### src/rtl/sram_controller_pkg.sv
// Shared types and constants for the 32-bit CPU to 16-bit asynchronous SRAM bridge.
package sram_controller_pkg;

  localparam int unsigned CPU_DW          = 32;
  localparam int unsigned CPU_AW          = 32;
  localparam int unsigned SRAM_DW         = 16;
  localparam int unsigned SRAM_AW         = 18;
  localparam int unsigned WIDX_W          = SRAM_AW - 1;
  localparam int unsigned CNT_W           = 3;
  localparam int unsigned HALF_CYCLES_DEF = 2;
  localparam logic [CPU_AW-1:0] BASE_ADDR_DEF = 32'd1024;

  typedef enum logic [1:0] {
    IDLE,
    ACC_LO,
    ACC_HI,
    DONE
  } state_e;

  // Offset from the window base, reduced to a 32-bit word index (bits [18:2], wraps mod 2^19).
  function automatic logic [WIDX_W-1:0] word_index(input logic [CPU_AW-1:0] addr,
                                                   input logic [CPU_AW-1:0] base);
    return WIDX_W'((addr - base) >> 2);
  endfunction

endpackage

### src/rtl/sram_controller_if.sv
// CPU MEM-stage request/response bundle between the pipeline and the SRAM bridge.
interface sram_controller_if;
  import sram_controller_pkg::*;

  logic              wrEn;
  logic              rdEn;
  logic [CPU_AW-1:0] address;
  logic [CPU_DW-1:0] writeData;
  logic [CPU_DW-1:0] readData;
  logic              ready;

  modport master (
    output wrEn, rdEn, address, writeData,
    input  readData, ready
  );

  modport slave (
    input  wrEn, rdEn, address, writeData,
    output readData, ready
  );
endinterface

### src/rtl/sram_controller.sv
// Splits each 32-bit CPU load/store into two timed 16-bit SRAM accesses (low half, then high half).
module sram_controller
  import sram_controller_pkg::*;
#(
  parameter int unsigned       HALF_CYCLES = HALF_CYCLES_DEF,
  parameter logic [CPU_AW-1:0] BASE_ADDR   = BASE_ADDR_DEF
) (
  input  logic               clk,
  input  logic               rst,
  sram_controller_if.slave   cpu,
  output logic [SRAM_AW-1:0] sramAddr,
  output logic [SRAM_DW-1:0] sramDqOut,
  input  logic [SRAM_DW-1:0] sramDqIn,
  output logic               sramDqOe,
  output logic               sramWeN,
  output logic               sramOeN
);

  state_e              state_q;
  logic [CNT_W-1:0]    cnt_q;
  logic                op_wr_q;
  logic [WIDX_W-1:0]   widx_q;
  logic [CPU_DW-1:0]   data_q;
  logic [CPU_DW-1:0]   rdata_q;
  logic [SRAM_AW-1:0]  sram_addr_q;

  logic cnt_last_c;
  logic acc_c;
  logic req_c;

  assign cnt_last_c = (cnt_q == CNT_W'(HALF_CYCLES - 1));
  assign acc_c      = (state_q == ACC_LO) || (state_q == ACC_HI);
  assign req_c      = cpu.wrEn || cpu.rdEn;

  // Sequencer: IDLE -> ACC_LO -> ACC_HI -> DONE -> IDLE, each access half lasting HALF_CYCLES.
  always_ff @(posedge clk) begin
    if (rst) begin
      state_q     <= IDLE;
      cnt_q       <= '0;
      op_wr_q     <= 1'b0;
      widx_q      <= '0;
      data_q      <= '0;
      rdata_q     <= '0;
      sram_addr_q <= '0;
    end else begin
      case (state_q)
        IDLE: begin
          if (req_c) begin
            op_wr_q     <= cpu.wrEn;
            widx_q      <= word_index(cpu.address, BASE_ADDR);
            data_q      <= cpu.writeData;
            sram_addr_q <= {word_index(cpu.address, BASE_ADDR), 1'b0};
            cnt_q       <= '0;
            state_q     <= ACC_LO;
          end
        end
        ACC_LO: begin
          if (cnt_last_c) begin
            cnt_q       <= '0;
            state_q     <= ACC_HI;
            sram_addr_q <= {widx_q, 1'b1};
            if (!op_wr_q) rdata_q[SRAM_DW-1:0] <= sramDqIn;
          end else begin
            cnt_q <= cnt_q + CNT_W'(1);
          end
        end
        ACC_HI: begin
          if (cnt_last_c) begin
            cnt_q   <= '0;
            state_q <= DONE;
            if (!op_wr_q) rdata_q[CPU_DW-1:SRAM_DW] <= sramDqIn;
          end else begin
            cnt_q <= cnt_q + CNT_W'(1);
          end
        end
        DONE:    state_q <= IDLE;
        default: state_q <= IDLE;
      endcase
    end
  end

  // SRAM strobes depend only on registered state; the last cycle of each half is the write hold cycle.
  assign sramAddr  = sram_addr_q;
  assign sramDqOut = (state_q == ACC_HI) ? data_q[CPU_DW-1:SRAM_DW] : data_q[SRAM_DW-1:0];
  assign sramDqOe  = acc_c && op_wr_q;
  assign sramWeN   = !(acc_c && op_wr_q && !cnt_last_c);
  assign sramOeN   = !(acc_c && !op_wr_q);

  assign cpu.readData = rdata_q;
  assign cpu.ready    = (state_q == DONE) || ((state_q == IDLE) && !req_c);

endmodule

### src/flat_wrapper.sv
// flat-port wrapper written by rule: the top's interface ports become plain ports
module sram_controller_flat import sram_controller_pkg::*;
#(
  parameter int unsigned       HALF_CYCLES = HALF_CYCLES_DEF,
  parameter logic [CPU_AW-1:0] BASE_ADDR   = BASE_ADDR_DEF
)
  (clk, rst, sramAddr, sramDqOut, sramDqIn, sramDqOe, sramWeN, sramOeN, cpu_wrEn, cpu_rdEn, cpu_address, cpu_writeData, cpu_readData, cpu_ready);
  sram_controller_if cpu_i ();
  input  logic clk;
  input  logic rst;
  output logic [SRAM_AW-1:0] sramAddr;
  output logic [SRAM_DW-1:0] sramDqOut;
  input  logic [SRAM_DW-1:0] sramDqIn;
  output logic sramDqOe;
  output logic sramWeN;
  output logic sramOeN;
  input wire logic [$bits(cpu_i.wrEn)-1:0] cpu_wrEn;
  input wire logic [$bits(cpu_i.rdEn)-1:0] cpu_rdEn;
  input wire logic [$bits(cpu_i.address)-1:0] cpu_address;
  input wire logic [$bits(cpu_i.writeData)-1:0] cpu_writeData;
  output wire logic [$bits(cpu_i.readData)-1:0] cpu_readData;
  output wire logic [$bits(cpu_i.ready)-1:0] cpu_ready;
  assign cpu_i.wrEn = cpu_wrEn;
  assign cpu_i.rdEn = cpu_rdEn;
  assign cpu_i.address = cpu_address;
  assign cpu_i.writeData = cpu_writeData;
  assign cpu_readData = cpu_i.readData;
  assign cpu_ready = cpu_i.ready;
  sram_controller #(.HALF_CYCLES(HALF_CYCLES), .BASE_ADDR(BASE_ADDR)) u_core (.clk(clk), .rst(rst), .cpu(cpu_i), .sramAddr(sramAddr), .sramDqOut(sramDqOut), .sramDqIn(sramDqIn), .sramDqOe(sramDqOe), .sramWeN(sramWeN), .sramOeN(sramOeN));
endmodule
### config.mk
export PLATFORM = sky130hd
export DESIGN_NAME = sram_controller_flat
export DESIGN_NICKNAME = d
export VERILOG_FILES = /design/src/rtl/sram_controller_pkg.sv /design/src/rtl/sram_controller_if.sv /design/src/rtl/sram_controller.sv /design/src/flat_wrapper.sv
export SDC_FILE = /design/constraint.sdc
export NUM_CORES = 1
export LEC_CHECK = 0
export BUFFER_PORTS_ARGS = -buffer_cell sky130_fd_sc_hd__buf_4
export CAP_MARGIN = 20
export CORE_AREA = 2 2 120 76
export CTS_CLUSTER_DIAMETER = 100
export DETAILED_ROUTE_END_ITERATION = 16
export DIE_AREA = 0 0 122 78
export PLACE_DENSITY_LB_ADDON = 0.3
export SETUP_SLACK_MARGIN = 0.3
export SLEW_MARGIN = 20
export SYNTH_ARGS = -nofsm -noshare
export SYNTH_HDL_FRONTEND = slang
export SYNTH_SLANG_ARGS = --single-unit
### constraint.sdc
create_clock -name clk -period 4 [get_ports clk]
set_input_delay 0.6 -clock clk [delete_from_list [all_inputs] [get_ports clk]]
set_output_delay 0.6 -clock clk [all_outputs]
set_load 0.05 [all_outputs]
# Word level (Yosys, flattened, before mapping)
# Index checks and enable logic that the tools add are counted.
# word_totals
output_inout_bits,70
ramBits,0
rom_bits,0
wordCells,51
reg_bits,105
latchBits,0
n_memories,0
# classes
n_reduce_logical,22
magnitude_cmp,0
n_eq_ne,7
shifts,0
div_mod_pow,0
mul,0
muxes,11
add_sub_neg,2
bitwise,1
# ops
op,count
$mux W18,2
$pmux W18 S2,1
$sub A19 B11 Y19 const B,1
$mux W16,1
$reduce_and A3 Y1,4
$pmux W2 S4,1
$mux W2,3
$mux W3,2
$ne A2 B1 Y1 const B,3
$pmux W3 S2,1
$logic_not A1 Y1,5
$eq A2 B2 Y1 const B,2
$logic_and A1 B1 Y1,4
$reduce_and A2 Y1,2
$reduce_bool A2 Y1,2
$add A3 B1 Y3 const B,1
$eq A3 B1 Y1 const B,1
$logic_or A1 B1 Y1,3
$eq A2 B1 Y1 const B,1
$logic_not A2 Y1,1
$reduce_or A2 Y1,1
$not A1 Y1,1

# Longest topological paths before layout
# depth
ltp_word,5
depth_mapped,8

# Worst setup path before layout
# Ideal clock, no wire load.
# synth_path
path_type,reg2out
startpoint,reg u_core.state_q[0]
endpoint,out sramDqOut[10]
path_buffers,2
t_arrival_ns,1.786
path_slack_ns,1.614
stages_incl_launch_ff,6
cell_sequence,dfxtp_1 > inv_1 > ha_1 > clkbuf_1 > clkbuf_1 > mux2_1
# synth_via
elab_chain_len,2
# synth_rtl
item,line,source
"start, declared",sram_controller.sv:19,state_e state_q;
"start signal, assigned",sram_controller.sv:38,state_q <= IDLE;
"start signal, assigned",sram_controller.sv:54,state_q <= ACC_LO;
"start signal, assigned",sram_controller.sv:60,state_q <= ACC_HI;
$eq A2 B2 Y1,sram_controller.sv:84,assign sramDqOut = (state_q == ACC_HI) ? data_q[CPU_DW-1:SRAM_DW] : data_q[SRAM_DW-1:0];
$mux W16,sram_controller.sv:84,
"end, declared",flat_wrapper.sv:12,output logic [SRAM_DW-1:0] sramDqOut;
# No other way between the ends.

# Worst setup path after layout
# layout_path
startpoint,reg u_core.state_q[0]
endpoint,out sramDqOut[0]
# The elaborated chain is that of the path after synthesis.

==> qor.csv <==
metric;value;unit
status;finished clean;
clock_skew;0.00425;ns
post_cts_buffers;0;
dp.cells;744;
final_max_slew_viol_count;0;
drc;0;
place_area;5400;um2
synthXorXnorAreaFrac;1.41;%
synth_top_family_by_area;simple AND/OR/NAND/NOR gates;
cts_hold_buffers;0;
yosysTopAreaCellShare;48.5;%
htree_levels;3;
holdCritStartpoint;u_core.sramAddr[11];
leakage;2.38;nW
synth.mux.area_fraction;6.69;%
start_util;52.3;%
crit_path_cell_trace;inv_1, ha_1, mux2_2, buf_4;
required;3.40;ns
detail-route-antenna-nets;0;
relSlewSlack;28.3;%
io_buffers;138;
min_period_over_period;68.9;%
dieHeight;78;um
rsz0062_at_grt;false;
routedWlPerCell;14.3;um
tns;0;ns
finalHoldViolations;0;
yosys-top-cells-area;dfxtp_1, nand2_1, a21oi_1;
critPathSlowestCell;ha_1;
postLayoutCellArea;5700;um2
antenna_found_initial;0;
setup_viol;0;
synth_top_area_cell;dfxtp_1;
syn_nets;617;
postSynthCellCount;528;
grt-ovfl-total;0;
timing.fmax;0.363;GHz
setup.worst_path.end_class;output port;
crit_family;adder cells;
synth-adder-area-share;1.44;%
final_layout_size_suffix_gt1_share;26.5;%
grt_pass1_wl;17.4;mm
critPathMaxFanout;20;
gp_congestion;0.859;
synth-simple-area-share;21.0;%
insertion_delay;0.34;ns
vdd.ir_drop.worst;0.000363;V
grt_pass1_vias;3717;
fin_cells;760;
drt-total-wl;10.8;mm
num_vias;4012;
die_w;122;um
timing.rr.start;u_core.state_q[0];
pre_cts_ws;1.56;ns
cp_data_arrival_time;2.16;ns
drt_pass1_iterations;4;
dieArea;9520;um2
drv_cap;0;
synth_seq_cells;105;
setup_slack;1.24;ns
worstHoldPathType;reg2reg;
viasPerCell;5.28;
core_area;8300;um2
syn2layout_area_growth;31.4;%
ioPinCount;154;
grt_util_all_layers;23.0;%
netlist-cell-type-count;44;
dpl.hpwl;7.64;mm
syn-cell-area;4340;um2
cts_resized;0;
period_minus_slack;2.76;ns
fp-row-count;26;
clock_path_buffers;2;
crit_type;reg2out;
nNetsFinal;732;
cts_root_buf;clkbuf_16;
cts_made_buffers;9;
ys.warnings.count;0;
final_common_cell;nand2_1;
diodes;0;
worstSetupStartpointType;flip-flop;
crit_buf_inv;2;
tightest_slew;1.08;ns
fillers;684;
most-common-layout-cells;nand2_1, buf_4, dfxtp_1, a21oi_1, nor2_1;
clock-sinks;105;
drtIter0Drc;273;
grt_max_degree;65;
slowest_delay;0.75;ns
cts_tree;yes;
synth.avg_cell_area;8.22;um2
power.density;701;nW/um2
synth-seq-area-share;48.5;%
clk_pin_slew;0.07;ns
synth_compound_area_share;16.9;%
crit_start;u_core.state_q[0];
==> cells by family (layout without fill, tap and decap cells) <==
kind of cell,after synthesis,in the layout
flops,105,105
fa+ha+maj,5,5
mux,27,27
simple gates,219,219
compound gates,122,122
buf+inv,43,163
xor+xnor,7,7
==> cells in the mapped netlist (all sizes together) <==
| cell type | n |
|---|---|
| nand2 | 166 |
| dfxtp | 105 |
| a21oi | 82 |
| clkbuf | 25 |
| nor2 | 24 |
| mux2 | 16 |
| a211oi | 13 |
| o21ai | 13 |
| buf | 12 |
| mux2i | 11 |
| inv | 6 |
| ha | 5 |
| nor3 | 5 |
| nand2b | 4 |
| nand3 | 4 |
| xor2 | 4 |
| nand3b | 3 |
| xnor2 | 3 |
| a2111oi | 2 |
| a31o | 2 |
| and2 | 2 |
| nand4 | 2 |
| nor2b | 2 |
| nor3b | 2 |
| o221ai | 2 |
| or3b | 2 |
| a21boi | 1 |
| a22o | 1 |
| a22oi | 1 |
| and3b | 1 |
| nor4b | 1 |
| o2111ai | 1 |
| o211ai | 1 |
| o21a | 1 |
| o311a | 1 |
| o41ai | 1 |
| or4b | 1 |
==> path summary, 6_finish.rpt <==
path / slack, ns / end / cells past startpoint
max: 1.24 / sramDqOut[0] / 4
max reg2reg: 1.67 / u_core.sramAddr[7] / 6
min reg2reg: 0.45 / u_core.sramAddr[11] / 2
min: 0.45 / u_core.sramAddr[11] / 2
==> state kept, by name, indices dropped and copies added, names as in the netlist <==
signal	count
u_core.cpu.readData	32
u_core.data_q	32
u_core.sramAddr	18
u_core.widx_q	17
u_core.cnt_q	3
u_core.state_q	2
u_core.op_wr_q	1
==> metal layers <==
layer	global-route usage, %	vias to the layer above	part of all wire [%]
li1	-	2007	-
met3	7.35	16	7.9
met2	37.2	146	47
met1	28.9	1843	43
met5	0	-	0
met4	7.70	0	1.6
==> worst min-delay path, delay by kind of cell, from the launching register on <==
family / cells / cell delay (ns)
AOI/OAI and AO/OA: 1 / 0.05
and+or+nand+nor: 1 / 0.05
DFF: 1 / 0.31
==> report_power, final <==
group / leakage, nW / internal [mW] / switching (mW)
clock network: 0.142 / 0.500 / 0.371
logic: 1.38 / 0.553 / 1.17
registers: 0.860 / 1.28 / 0.125
total: 2.38 / 2.33 / 1.67
==> stage by stage <==
step	utilization [%]	hold slack [ns]	power, mW
2_1_floorplan	-	0.432	2.68
3_3_place_gp	65.0	0.438	3.09
3_5_place_dp	65.0	0.443	3.14
4_1_cts	68.6	0.452	4.01
5_1_grt	68.7	0.470	4.21
6_report	68.7	0.451	4.00
==> layout make-up <==
type	instances	area [um2]	share of cell area [%]
timing repair buffer	141	1060	18.6
clock buffer	11	243	4.26
clock inverter	5	55.1	0.966
tap	112	140	2.46
inverter	6	22.5	0.395
multi-input combinational	380	2080	36.5
sequential	105	2100	36.9
Note: power is estimated with default switching activity, not from simulation.
